`config.mk`:
```
export PLATFORM = sky130hd
export DESIGN_NAME = disp_msg_src
export DESIGN_NICKNAME = d
export VERILOG_FILES = /design/src/rtl/disp_msg_src.sv
export SDC_FILE = /design/constraint.sdc
export NUM_CORES = 1
export LEC_CHECK = 0
export BUFFER_PORTS_ARGS = -buffer_cell sky130_fd_sc_hd__buf_2
export CORE_MARGIN = 10
export CORE_UTILIZATION = 40
export DETAILED_ROUTE_END_ITERATION = 8
export HOLD_SLACK_MARGIN = 0.02
export PLACE_DENSITY = 0.66
export SYNTH_ARGS = -nofsm -noshare
export SYNTH_HDL_FRONTEND = slang
export SYNTH_SLANG_ARGS = --single-unit
```
`constraint.sdc`:
```
create_clock -name clk -period 3.2 [get_ports clk]
set_input_delay 0.64 -clock clk [delete_from_list [all_inputs] [get_ports clk]]
set_output_delay 0.64 -clock clk [all_outputs]
set_load 0.01 [all_outputs]
```
`src/rtl/disp_msg_src.sv`:
```
// Debounced BTNC press streams the "HI" glyph message to the display sink over valid/ready.
// Define DISP_MSG_REPEAT_EN to loop the message until a second press stops it.
module disp_msg_src #(
    parameter int DEBOUNCE_CYCLES = 1000000,
    parameter int MSG_LEN         = 2
) (
    input  logic       clk,
    input  logic       rst,
    input  logic       BTNC,
    input  logic       ready,
    output logic       valid,
    output logic [6:0] sseg_data,
    output logic [2:0] digit_sel,
    output logic       busy,
    output logic       done
);

    localparam int CW = $clog2(DEBOUNCE_CYCLES + 1);
    localparam logic [CW-1:0] CNT_LAST = CW'(DEBOUNCE_CYCLES - 1);
    localparam logic [2:0] IDX_LAST = 3'(MSG_LEN - 1);
    localparam logic [6:0] BLANK = 7'b1111111;

    typedef enum logic [1:0] {
        IDLE,
        SEND,
        DONE
    } state_t;

    state_t state;
    logic [2:0] idx;
    logic sync1, btn_s;
    logic db, db_q;
    logic [CW-1:0] cnt;
    logic start;

    function automatic logic [6:0] glyph(input logic [2:0] i);
        case (i)
            3'd0:    glyph = 7'b0001001;
            3'd1:    glyph = 7'b1111001;
            default: glyph = BLANK;
        endcase
    endfunction

    function automatic logic [2:0] sel(input logic [2:0] i);
        sel = IDX_LAST - i;
    endfunction

    always_ff @(posedge clk or posedge rst) begin
        if (rst) begin
            sync1 <= 1'b0;
            btn_s <= 1'b0;
        end else begin
            sync1 <= BTNC;
            btn_s <= sync1;
        end
    end

    // Any sample matching the accepted level restarts the stability count.
    always_ff @(posedge clk or posedge rst) begin
        if (rst) begin
            cnt  <= '0;
            db   <= 1'b0;
            db_q <= 1'b0;
        end else begin
            db_q <= db;
            if (btn_s == db) begin
                cnt <= '0;
            end else if (cnt == CNT_LAST) begin
                cnt <= '0;
                db  <= ~db;
            end else begin
                cnt <= cnt + 1'b1;
            end
        end
    end

    assign start = db & ~db_q;

`ifdef DISP_MSG_REPEAT_EN
    logic stop;
`endif

    always_ff @(posedge clk or posedge rst) begin
        if (rst) begin
            state     <= IDLE;
            idx       <= 3'd0;
            valid     <= 1'b0;
            sseg_data <= BLANK;
            digit_sel <= 3'd0;
            busy      <= 1'b0;
            done      <= 1'b0;
`ifdef DISP_MSG_REPEAT_EN
            stop      <= 1'b0;
`endif
        end else begin
            unique case (state)
                IDLE: begin
                    if (start) begin
                        state     <= SEND;
                        idx       <= 3'd0;
                        valid     <= 1'b1;
                        sseg_data <= glyph(3'd0);
                        digit_sel <= IDX_LAST;
                        busy      <= 1'b1;
                    end
                end
                SEND: begin
`ifdef DISP_MSG_REPEAT_EN
                    if (start) stop <= 1'b1;
`endif
                    // valid is always high here, so ready alone marks a transfer.
                    if (ready) begin
                        if (idx == IDX_LAST) begin
                            state     <= DONE;
                            valid     <= 1'b0;
                            sseg_data <= BLANK;
                            digit_sel <= 3'd0;
                            done      <= 1'b1;
                        end else begin
                            idx       <= idx + 3'd1;
                            sseg_data <= glyph(idx + 3'd1);
                            digit_sel <= sel(idx + 3'd1);
                        end
                    end
                end
                DONE: begin
                    done <= 1'b0;
`ifdef DISP_MSG_REPEAT_EN
                    if (stop) begin
                        state <= IDLE;
                        stop  <= 1'b0;
                        busy  <= 1'b0;
                    end else begin
                        if (start) stop <= 1'b1;
                        state     <= SEND;
                        idx       <= 3'd0;
                        valid     <= 1'b1;
                        sseg_data <= glyph(3'd0);
                        digit_sel <= IDX_LAST;
                    end
`else
                    state <= IDLE;
                    busy  <= 1'b0;
`endif
                end
                default: begin
                    state <= IDLE;
                    busy  <= 1'b0;
                    valid <= 1'b0;
                    done  <= 1'b0;
                end
            endcase
        end
    end

endmodule

```
-- Word level (Yosys, flattened, before mapping)
Index checks and enable logic that the tools add are counted.
- add/sub/neg operators: 3
- equality and inequality tests: 10
- multiplexer cells: 27
- bitwise gates (word level): 7
- reductions and logical operators: 10
- operators with widths (kind ; count):
    two-way mux 20 bit ; 2
    case mux 7 bit (2 select lines) ; 2
    two-way mux 7 bit ; 3
    adder 20 x 1 -> 20 bit, second input constant ; 1
    == test 20 bit, second input constant ; 1
    two-way mux 3 bit ; 6
    case mux 3 bit (2 select lines) ; 2
    AND reduction 3 bit ; 3
    inequality test 2 bit, second input constant ; 4
    AND reduction 4 bit ; 2
    == test 3 x 1 -> 1 bit, second input constant ; 2
    two-way mux 2 bit ; 3
    inverter 1 bit ; 6
    two-way mux 1 bit ; 5
    case mux 1 bit (2 select lines) ; 2
    case mux 2 bit (2 select lines) ; 1
    AND reduction 2 bit ; 2
    adder 3 x 1 -> 3 bit, second input constant ; 1
    logical NOT 3 bit ; 1
    case mux 1 bit (3 select lines) ; 1
    subtractor 1 x 3 -> 3 bit, first input constant ; 1
    == test 2 x 1 -> 1 bit, second input constant ; 1
    == test 2 bit, second input constant ; 1
    logical NOT 2 bit ; 1
    3 further kinds ; 3
- bits in registers: 42
- bits of input ports: 4
- output and inout port bits: 13
- word-level logic and storage cells: 69

-- Logic depth before layout (Yosys ltp)
Gate-level depths: netlist of the first run.
- depth after elaboration: 6
- gate-level depth with buffers: 6
- mapped depth without buffers: 6

-- Worst setup path before layout of the first run
OpenSTA, ideal clock, no wires.
- path kind: reg2reg
- from: reg cnt[0]
- to: reg cnt[18]
- library setup time: 0.073 ns
- arrival: 1.923 ns
- required time: 3.127 ns
- path slack: 1.204 ns
- cell stages (with the launch flop): 7
- buffers on the path: 1
- period minus slack after synthesis: 1.996 ns
- cells stage by stage: dfrtp_1 -> ha_1 -> nand2_1 -> or4_1 -> buf_2 -> or4_4 -> a21oi_2
- cells in the longest elaborated chain, start to end: 3
- elaborated cells on any way between the ends: 4
- classes of those cells: 1 x add/sub; 1 x eq/ne; 2 x mux
- ends and longest elaborated chain (what ; line ; RTL):
    start, declared ; 33 ; logic [CW-1:0] cnt;
    start signal, assigned ; 72 ; cnt <= cnt + 1'b1;
    adder 20 x 1 -> 20 bit or == test 20 bit (tied branches) ; 72, 68 ;
    two-way mux 20 bit * ; 68 ; end else if (cnt == CNT_LAST) begin
    two-way mux 20 bit * ; 66 ; if (btn_s == db) begin
Mark *: on every way between the ends. The rest lies on a longest branch, timed or not.
A chain may end at the register's enable or synchronous reset.

-- Final worst setup path of the first run
Ends and elaborated chain as after synthesis.

==> metrics list, run 1 <==
- Setup repair after global routing left no endpoint under its margin.
* Leading cell type in the layout, fill and taps excluded: sky130_fd_sc_hd__dfrtp_1
- The worst setup path is of the reg -> reg kind.
- The smallest clock period supported by the final layout is computed as 2170 ps.
* Total of cells resized after clock tree synthesis: 0
* Remaining antenna violation count after routing: 0
- The first global-routing pass estimated 5800 µm of wire.
- For this run, design rule violations remaining after detail routing come to 0.
- Netlist area before placement: 1820 µm²
* Startpoint Class: flip-flop
* Number of nets in the layout: 207
- Number of flops mapped to enable cells by yosys: 0
* Final worst clock skew: 8.60 ps
- The number of antenna violations at the first check in global routing came to 0.
- Synthesized area per cell: 9.95 µm²
* Via Count: 1280
* P&R area growth vs syn: 11.3%
- Hold wc startpoint: sync1
- TritonCTS Buffers: 5
- Static leakage: 0.000897 µW
- At the worst endpoint, the arrival time is 2390 ps.
* Total I/O pin count: 17
- Entering global routing, the biggest net connects 38 pins.
- Required time of the critical path: 3420 ps
* Sequential share of the synthesized area: 0.510
- Counting flops with an async set or reset pin after synthesis yields a share of 1.00.
* Root Buffer: sky130_fd_sc_hd__clkbuf_8
- The number of hold buffers added after CTS was 0.
- Total negative slack for setup checks: 0 ps
- Die outline height: 87.5 µm
* Post-DR vias/cell: 5.10
* TritonCTS Sinks: 37
- Seq cells post-synth: 37
- Min-Delay Path Class: reg -> reg
- Measured slew at the worst slew-check pin: 531 ps
- Once the clock tree was built, the setup fixing pass inserted 0 buffers.
- Pwr Density: 622 nW/µm²
- The final-report max-slew violation count is 0.
* Critical Path End: cnt[18]
- The total area inside the core boundary comes to 4380 µm².
- Main synth FF type: sky130_fd_sc_hd__dfrtp_1
- Most used cells in the layout excluding fill and tap cells: sky130_fd_sc_hd__dfrtp_1 (35), sky130_fd_sc_hd__nor2_1 (18), sky130_fd_sc_hd__o21ai_0 (16)
- Fraction of layout instances using a drive strength above 1: 0.161
* Fmax achieved: 0.462 GHz
- Buffers from clock root to sink, at most: 2
- Insertion delay to the later sink of the worst-skew pair: 290 ps
- Antenna diode count: 0
- The final hold violation count was 0.
* CTS H-tree depth: 2
- Estimated wirelength of the detail-placed design: 2310 µm
- Yosys cell types: 40
- GR Util All Layers: 0.0943
* Source of the worst register-to-register timing path: cnt[0]
- Along the worst path, the maximum fanout reaches 7.
- Of the available clock period, the critical path in the final layout requires 0.677.
- Violation count after the first detailed-route iteration: 57
- Routed length per placed instance: 13.1 µm
- The first detailed-routing pass took 4 iterations.
* End of the worst register-to-register path: cnt[18]
- Initial core utilization: 0.416
- Overall Power: 1260 µW
- Horiz. Die Dim: 87.5 µm
- The run finished with clean final reports.
- VDD sags by at most 299 µV.
- CTS tree: built
- Launch point of the critical path: cnt[0]
- In this run the register-to-register setup slack is 1030 ps.
- R2r worst-path depth: 5
* Final wirelength: 3290 µm
- Clock slew at the register clock pins of the worst setup and hold paths: 70 ps
- Routability-driven placement finished with a final weighted congestion of 0.785.
* Site row count: 24
- During placement, the flow inserted port buffers numbering 14.
- Setup-failing EPs final: 0
- Total grt overflow: 0
- Max-cap violation count: 0
- Worst Setup End Kind: flip-flop
- Die area: 7650 µm²
- Worst max-slew margin expressed relative to the limit: 0.644
- The number of global-route vias before repair was 1269.
- Number of warning messages in the yosys log: 0
- Synthesized instance count: 183
-- kinds of logic (layout without fill, tap and decap cells) --
logic type      count (synthesis)  after routing  synth area share
fa+ha+maj                       5              5            0.0343
flops                          37             37             0.510
mux                             1              1           0.00618
other cells                     1              2           0.00206
xor+xnor                       13             13            0.0625
compound gates                 32             32             0.106
buf+inv                        20             35            0.0563
simple gates                   74             74             0.223
-- cells in the mapped netlist, types with 2 or more instances --
master,number,area share
sky130_fd_sc_hd__dfrtp_1,35,0.48
sky130_fd_sc_hd__nor2_1,18,0.037
sky130_fd_sc_hd__o21ai_0,16,0.044
sky130_fd_sc_hd__inv_1,12,0.025
sky130_fd_sc_hd__nand2_1,11,0.023
sky130_fd_sc_hd__nand3_1,11,0.030
sky130_fd_sc_hd__or3_1,9,0.031
sky130_fd_sc_hd__a21oi_1,8,0.022
sky130_fd_sc_hd__xnor2_1,8,0.038
sky130_fd_sc_hd__buf_4,5,0.021
sky130_fd_sc_hd__ha_1,5,0.034
sky130_fd_sc_hd__xor2_1,5,0.024
sky130_fd_sc_hd__nand2b_1,4,0.014
sky130_fd_sc_hd__a21o_1,3,0.012
sky130_fd_sc_hd__nand4_1,3,0.010
sky130_fd_sc_hd__or4_1,3,0.012
sky130_fd_sc_hd__dfstp_2,2,0.029
sky130_fd_sc_hd__nor4_1,2,0.0069
sky130_fd_sc_hd__or4_4,2,0.012
-- worst min-delay path by stage --
stage,end,depth (start not counted)
floorplan,btn_s,0
global placement,btn_s,0
detailed placement,btn_s,0
CTS,btn_s,0
global route,btn_s,0
finish,btn_s,0
-- cell type report --
type	count	area, µm²
Inverter	12	45.0
Multi-Input combinational cell	127	795
Tap cell	52	65.1
Timing Repair Buffer	15	77.6
Sequential cell	37	928
Fill cell	419	2360
Clock buffer	7	86.3
Clock inverter	1	30.0
-- state kept, by name (all words and copies together), names as in the netlist, 2 cells and up --
signal,count
cnt,20
digit_sel,3
idx,3
sseg_data,2
state,2
-- layer usage --
metal	share of wire	up-vias	track usage
met5	0	-	0
met4	0.019	0	0.0478
met3	0.058	5	0.0300
met2	0.45	20	0.147
met1	0.48	603	0.113
li1	-	652	-
-- power breakdown --
group	total, µW	internal, µW	switching, µW	leakage [µW]
logic	265	115	150	0.000348
clock network	414	254	160	0.0000585
registers	583	534	49.2	0.000491
total	1260	903	358	0.000897
-- metrics by stage --
step | cell area [µm²] | std cells | utilization | hold WS (ps) | setup slack (ps)
finish | 2030 | 251 | 0.462 | 343 | 1030
global route | 2030 | 251 | 0.462 | 359 | 888
CTS | 2030 | 251 | 0.462 | 347 | 1020
detailed placement | 1910 | 243 | 0.436 | 340 | 1020
global placement | 1910 | 243 | 0.436 | 333 | 1060
floorplan | 1830 | 184 | - | 331 | 1200
-- critical path, stage by stage, from the launching register on --
cell and delay (ps):
sky130_fd_sc_hd__dfrtp_1 400, sky130_fd_sc_hd__ha_1 260, sky130_fd_sc_hd__nand2_1 110, sky130_fd_sc_hd__or4_1 660, sky130_fd_sc_hd__or4_4 530, sky130_fd_sc_hd__a21oi_2 140
(Power assumes the default switching activity.)
==> inputs of run 2 (changes only) <==
Settings changed: PLACE_DENSITY 0.66 to 0.69.
Clock period 3.2 ns to 1.9 ns, I/O delays scaled along.
==> run 2 against run 1 <==
Against the previous run: the flow now finishes with violations (setup timing); sequential share of layout area fell by 2.9 points; count of clock-buffer cells in the layout unchanged; fmax rose by 11%; register-to-register slack got worse by 1100 ps; design area increased by 6.8%; utilization grew 3.1 points; critical path depth shrank 1; final cell count rose by 7.6%; non-clock buffer count is 19 higher; sequential power is 68% higher; worst hold slack got worse by 160 ps; clock power rose by 25%; critical endpoint is now db; largest cell class unchanged; largest power group unchanged; highest routed layer unchanged.
==> metrics list, run 2 (synthesis results as in run 1) <==
- The flow ran to the end, but the final reports show violations.
* Failing checks: setup timing
- The chip width was 87.5 µm (unchanged).
- Fraction of layout instances using a drive strength above 1: 0.243 (+0.0823)
- TritonCTS Buffers: 5 (unchanged)
* Fmax achieved: 0.511 GHz (+11%)
- End of the worst register-to-register path: db
* TritonCTS Sinks: 37 (unchanged)
- Leading cell type in the layout, fill and taps excluded: sky130_fd_sc_hd__dfrtp_1
* Number of antenna violations at the first check in global routing: 0 (unchanged)
- Vias in the first global route: 1397 (+10%)
- The worst path required time was 2070 ps (-1350 ps).
* Crit path time final: 1960 ps (-208 ps)
- Met1 demand-to-capacity share in global routing: 0.113 (-0.000607)
* Global-route wire length before repair: 6180 µm (+6.7%)
* Maximum net fanout on the critical path: 2 (-5)
* Final wirelength: 3530 µm (+7.3%)
- The floorplan core area is 4380 µm² (unchanged).
* Die area: 7650 µm² (unchanged)
- Clock slew at the register clock pins of the worst setup and hold paths: 70 ps (about the same)
- Max-slew violation count: 0 (unchanged)
- Insertion delay to the later sink of the worst-skew pair: 280 ps (about the same)
* Final Cycle Share: 1.03 (+0.354)
* Arrival time worst endpoint: 2130 ps (-260 ps)
* Final worst clock skew: 7.33 ps (-1.27 ps)
- The number of placed I/O pins came to 17 (unchanged).
- Worst Setup End Kind: flip-flop
* Register-to-register setup slack: -60 ps (-1090 ps)
- Startpoint Class: flip-flop
* Site row count: 24 (unchanged)
- Tracing the worst setup path back leads to its startpoint at cnt[15].
- Remaining antenna violation count after routing: 0 (unchanged)
* R2r worst-path depth: 4 (-1)
- Antenna diode count: 0 (unchanged)
- The number of buffer cells added on primary ports is 14 (unchanged).
* Top Registers: cnt: 20 flops, digit_sel: 3 flops, idx: 3 flops
- Relative to the synthesized area, the layout overhead comes to 18.8%.
- The maximum number of pins on one net before global-route repair is 38 (unchanged).
* GR Util All Layers: 0.100 (+0.00609)
- Max-cap violation count: 0 (unchanged)
- The weighted congestion reported at the end of routability-driven placement came to 0.752 (-4.3%).
- TritonCTS built the clock tree.
- Delay contributed by the slowest stage of the critical path: 560 ps (-100 ps)
* CTS H-tree depth: 2 (unchanged)
* Crit path cell chain: or4b_1 > or4_4 > nor2_4 > mux2_4
- The final routed DRC violation total was 0 (unchanged).
- Via Count: 1376 (+7.5%)
* Flip-flop count of the largest register after layout: 20 (unchanged)
- The number of fill cells in the layout came to 404 (-3.6%).
- The cell sitting at the root of the clock tree is a sky130_fd_sc_hd__clkbuf_8.
- Static leakage: 0.000982 µW (+9.4%)
- Max stage delay cell, worst path: sky130_fd_sc_hd__or4_4
- The top cell types in the final layout, fill and taps aside, are sky130_fd_sc_hd__dfrtp_1 (35), sky130_fd_sc_hd__buf_4 (19), sky130_fd_sc_hd__nor2_1 (17).
- GRT busiest layer: met2
- The violation count after the first detailed-route iteration came to 44 (-23%).
- Met3 Usage GRT: 0.0365 (+0.00655)
- The worst setup path is of the reg -> reg kind.
- Number of nets in the layout: 226 (+9.2%)
* VDD IR max: 452 µV (+51%)
* Number of buffers added for setup after CTS: 0 (unchanged)
- Utilization after layout: 0.494 (+0.0314)
- The routed length per placed instance is 13.1 µm (-0.22%).
- The worst-case clock buffer depth is 2 (unchanged).
* Die outline height: 87.5 µm (unchanged)
* Setup WS post-layout: -58.0 ps (-1090 ps)
- Total count of hold-check failures in the final report: 0 (unchanged)
- Setup repair after global routing could not meet its margin everywhere.
* Number of cells on the critical path: 4 (-1)
- Post-DR vias/cell: 5.10 (about the same)
- The worst hold path belongs to the class in -> async.
* Total negative slack for setup checks: -893 ps (-893 ps)
* Total grt overflow: 0 (unchanged)
- Crit path buf inv count: 0 (unchanged)
- cnt holds more flip-flops than any other register.
* Critical Path End: db
* Setup-failing EPs final: 20 (+20)
- Pwr Density: 909 nW/µm² (+46%)
* Initial core utilization: 0.416 (unchanged)
- The worst register-to-register path begins at cnt[15].
- The met2 usage in global routing was 0.168 (+0.0212).
- The cell family contributing the most delay on the critical path is simple AND/OR/NAND/NOR gates.
- Number of iterations in the first detailed-routing pass: 3 (-1)
- Estimated wirelength of the detail-placed design: 2580 µm (+12%)
==> run 2: worst min path at each step <==
stage | slack, ps | depth (start not counted) | end | startpoint
2_1_floorplan | 330 | 0 | btn_s | sync1
3_3_place_gp | 330 | 0 | btn_s | sync1
3_5_place_dp | 340 | 0 | btn_s | sync1
4_1_cts | 200 | 1 | sync1 | BTNC
5_1_grt | 180 | 1 | sync1 | BTNC
6_report | 190 | 3 | cnt[4] | rst
==> run 2: repair_timing <==
item	CTS	global route
gates resized for setup	3	1
setup endpoints to repair	20	20
cloned	0	0
hold buffers	0	0
hold endpoints to repair	0	0
==> run 2: area by class of cell <==
cell class	instances	area, µm²	area share
Inverter	12	45.0	0.0208
Multi-Input combinational cell	127	812	0.375
Clock buffer	7	76.3	0.0353
Sequential cell	37	928	0.429
Tap cell	52	65.1	0.0301
Timing Repair Buffer	34	233	0.108
Clock inverter	1	5.00	0.00231
==> run 2: where the power goes <==
group / internal [µW] / switching (µW)
Sequential: 900 / 77.6
Clock: 257 / 259
Combinational: 210 / 263
==> run 2: per-stage QoR <==
stage          total power, µW  area [µm²]  hold WS, ps  std cells  setup WS, ps
3_3_place_gp              1460        2070          333        262         -68.2
4_1_cts                   2010        2160          196        270         -65.7
3_5_place_dp              1480        2070          343        262         -93.9
5_1_grt                   2120        2160          184        270          -122
2_1_floorplan             1330        1830          331        184         -78.0
6_report                  1970        2160          188        270         -58.0
==> run 2: layer usage <==
metal	up-vias	wire length, µm
met3	5	210
met1	662	1550
met5	-	0
li1	692	-
met2	17	1730
met4	0	46
==> run 2: worst min-delay path, cell delays in order <==
cell,delay [ps]
sky130_fd_sc_hd__buf_2,90
sky130_fd_sc_hd__inv_1,40
sky130_fd_sc_hd__buf_4,400
==> inputs of run 3 (changes only) <==
==> constraint.sdc (replaced) <==
create_clock -name clk -period 1.9 [get_ports clk]
set_input_delay 0.095 -clock clk [delete_from_list [all_inputs] [get_ports clk]]
set_output_delay 0.095 -clock clk [all_outputs]
set_load 0.01 [all_outputs]
==> run 3 against run 2 <==
Against the previous run: the run still ends with setup timing left; critical path depth unchanged; flip-flop and latch count unchanged; fmax down 0.35%; critical path type unchanged; worst setup slack worse by 6.8 ps; largest cell class unchanged; critical endpoint unchanged; clock skew about the same; worst hold slack worse by 150 ps; sequential power about the same.
==> metrics list, run 3 (synthesis results as in run 1) <==
- Result of the run: complete, but fails checks
- Failing checks: setup timing
- Worst Setup End Kind: flip-flop
- Max-cap violation count: 0 (unchanged)
* Placed instance area: 2070 µm² (unchanged)
- Initial core utilization: 0.416 (unchanged)
* Total count of hold-check failures in the final report: 0 (unchanged)
- DRC: 0 (unchanged)
* Area of all placed cells without fillers: 2180 µm² (+0.69%)
* Pwr Density: 903 nW/µm² (-0.59%)
* Met2 usage: 0.168 (unchanged)
- The total CTS buffers came to 5 (unchanged).
- Vias in the first global route: 1399 (+0.14%)
* Fmax achieved: 0.509 GHz (-0.35%)
- The met1 track utilization from global routing is 0.113 (unchanged).
- The worst-case clock buffer depth came to 2 (unchanged).
- The number of fill cells in the layout was 402 (-0.50%).
* Core Area: 4380 µm² (unchanged)
- Site row count: 24 (unchanged)
- The post-detailed-route count of antenna-violating nets came to 0 (unchanged).
- The total via count after detailed routing came to 1377 (+0.073%).
- TritonCTS Sinks: 37 (unchanged)
- The clock period minus final worst setup slack came to 1960 ps (+6.82 ps).
- Routed length per placed instance: 13.1 µm (about the same)
- Delay contributed by the slowest stage of the critical path: 550 ps (about the same)
- Die area: 7650 µm² (unchanged)
- The setup skew after layout came to 7.09 ps (-0.243 ps).
* Worst slack at placement: -93.9 ps (unchanged)
- Relative to the synthesized area, the layout overhead comes to 19.6%.
- The number of buffer cells added on primary ports was 14 (unchanged).
- Leaving out fill and tap cells, the most frequent cells in the layout are sky130_fd_sc_hd__dfrtp_1 (35), sky130_fd_sc_hd__buf_4 (19), sky130_fd_sc_hd__nor2_1 (17).
- The min-delay analysis places its worst path in the category in -> reg.
- The count of inserted antenna diode cells came to 0 (unchanged).
* Insertion delay to the later sink of the worst-skew pair: 280 ps (about the same)
- Maximum net fanout on the critical path: 2 (unchanged)
* Startpoint Class: flip-flop
* Register with the most flip-flops: cnt
- Overall Power: 1970 µW (about the same)
- The flip-flop count of the largest register, all copies and words added is 20 (unchanged).
* Die outline height: 87.5 µm (unchanged)
- The post-route non-filler standard cell count was 272 (+0.74%).
* Maximum number of pins on one net before global-route repair: 38 (unchanged)
- Top Family by Delay on Critical Path: simple AND/OR/NAND/NOR gates
- Setup-failing EPs final: 20 (unchanged)
- Total grt overflow: 0 (unchanged)
- Horiz. Die Dim: 87.5 µm (unchanged)
- The buffers plus inverters on the worst setup path came to 0 (unchanged).
* Number of iterations in the first detailed-routing pass: 4 (+1)
- Crit path cell chain: or4b_1 > or4_4 > nor2_2 > mux2_4
- The arrival time at the worst endpoint came to 2130 ps (about the same).
- The leakage power of the design came to 0.000990 µW (+0.83%).
- The total negative slack is -627 ps (+266 ps).
- Total I/O pin count: 17 (unchanged)
- Met3 Usage GRT: 0.0365 (unchanged)
- VDD IR max: 452 µV (about the same)
* CP Class: reg -> reg
- Required time of the critical path: 2070 ps (about the same)
- RSZ-0062 raised after global routing: yes
* GRT busiest layer: met2
- The ratio of routed vias to standard cells was 5.06 (-0.66%).
- Top Registers: cnt: 20 flops, digit_sel: 3 flops, idx: 3 flops
- Number of nets in the layout: 228 (+0.88%)
- The violation count after the first detailed-route iteration came to 66 (+50%).
* Setup WS post-layout: -64.8 ps (-6.82 ps)
- The final-report max-slew violation count is 0 (unchanged).
* Number of antenna violations at the first check in global routing: 0 (unchanged)
- Final Cycle Share: 1.03 (+0.00359)
* Max stage delay cell, worst path: sky130_fd_sc_hd__or4_4
* CTS tree: built
- Clock slew at the register clock pins of the worst setup and hold paths: 70 ps (about the same)
- The global-route wire length before repair came to 6170 µm (-0.23%).
- Final wirelength: 3560 µm (+0.77%)
- The number of levels the H-tree was split into is 2 (unchanged).
- The global router's overall resource usage came to 0.100 (unchanged).
- The fraction of final layout cells sized beyond drive strength 1 was 0.241 (-0.00221).
- The root buffer cell chosen for the clock tree is sky130_fd_sc_hd__clkbuf_8.
- The HPWL after detailed placement was 2580 µm (unchanged).
- Post-placement cell count: 262 (unchanged)
- The library cell used most frequently in the layout, excluding fill and tap cells, is sky130_fd_sc_hd__dfrtp_1.
- Routability congestion estimate: 0.752 (unchanged)
run 3: changes by cell type in the layout (fill, tap and decap cells not counted):
cell | before | now
sky130_fd_sc_hd__dlygate4sd3_1 | 0 | 2
sky130_fd_sc_hd__nor2_2 | 0 | 1
sky130_fd_sc_hd__nor2_4 | 1 | 0
run 3: worst reg2reg max path: stages (launching register included):
cell and delay, ps:
sky130_fd_sc_hd__dfrtp_1 390, sky130_fd_sc_hd__or4b_1 500, sky130_fd_sc_hd__or4_4 550, sky130_fd_sc_hd__nor2_2 110, sky130_fd_sc_hd__mux2_4 300
run 3: report_power, final:
part | total [µW] | internal, µW | switching, µW
combinational | 476 | 213 | 264
clock | 515 | 257 | 258
sequential | 977 | 900 | 77.4
run 3: repair_timing:
action,4_1_cts,5_1_grt
setup endpoints to repair,20,20
hold buffers,2,0
buffers inserted,0,0
resized for setup,3,0
cloned,0,0
hold endpoints to repair,36,0
run 3: metal layers:
metal / vias to the layer above / part of all wire
met5: - / 0
met4: 0 / 0.013
met3: 5 / 0.059
met2: 17 / 0.49
met1: 659 / 0.44
li1: 696 / -
run 3: area by class of cell:
cell class,count,area [µm²],area share
Multi-Input combinational cell,127,807,0.370
Clock buffer,7,76.3,0.0350
Sequential cell,37,928,0.426
Inverter,12,45.0,0.0207
Tap cell,52,65.1,0.0299
Timing Repair Buffer,36,253,0.116
Clock inverter,1,5.00,0.00230
run 3: worst paths after layout:
path	startpoint	end	slack, ps	cells after the start
worst max-delay path	cnt[8]	db	-60	4
worst min-delay path	ready	state[0]	40	2
worst max register to register	cnt[8]	db	-60	4
worst min register to register	sync1	btn_s	350	0
max in group asynchronous	rst	sseg_data[2]	1080	4
min in group asynchronous	rst	cnt[4]	470	4
run 3: per-stage QoR:
stage,utilization,hold WS [ps]
6_report,0.497,39.6
5_1_grt,0.497,45.7
4_1_cts,0.497,20.7
3_5_place_dp,0.472,210
3_3_place_gp,0.472,203
2_1_floorplan,-,126
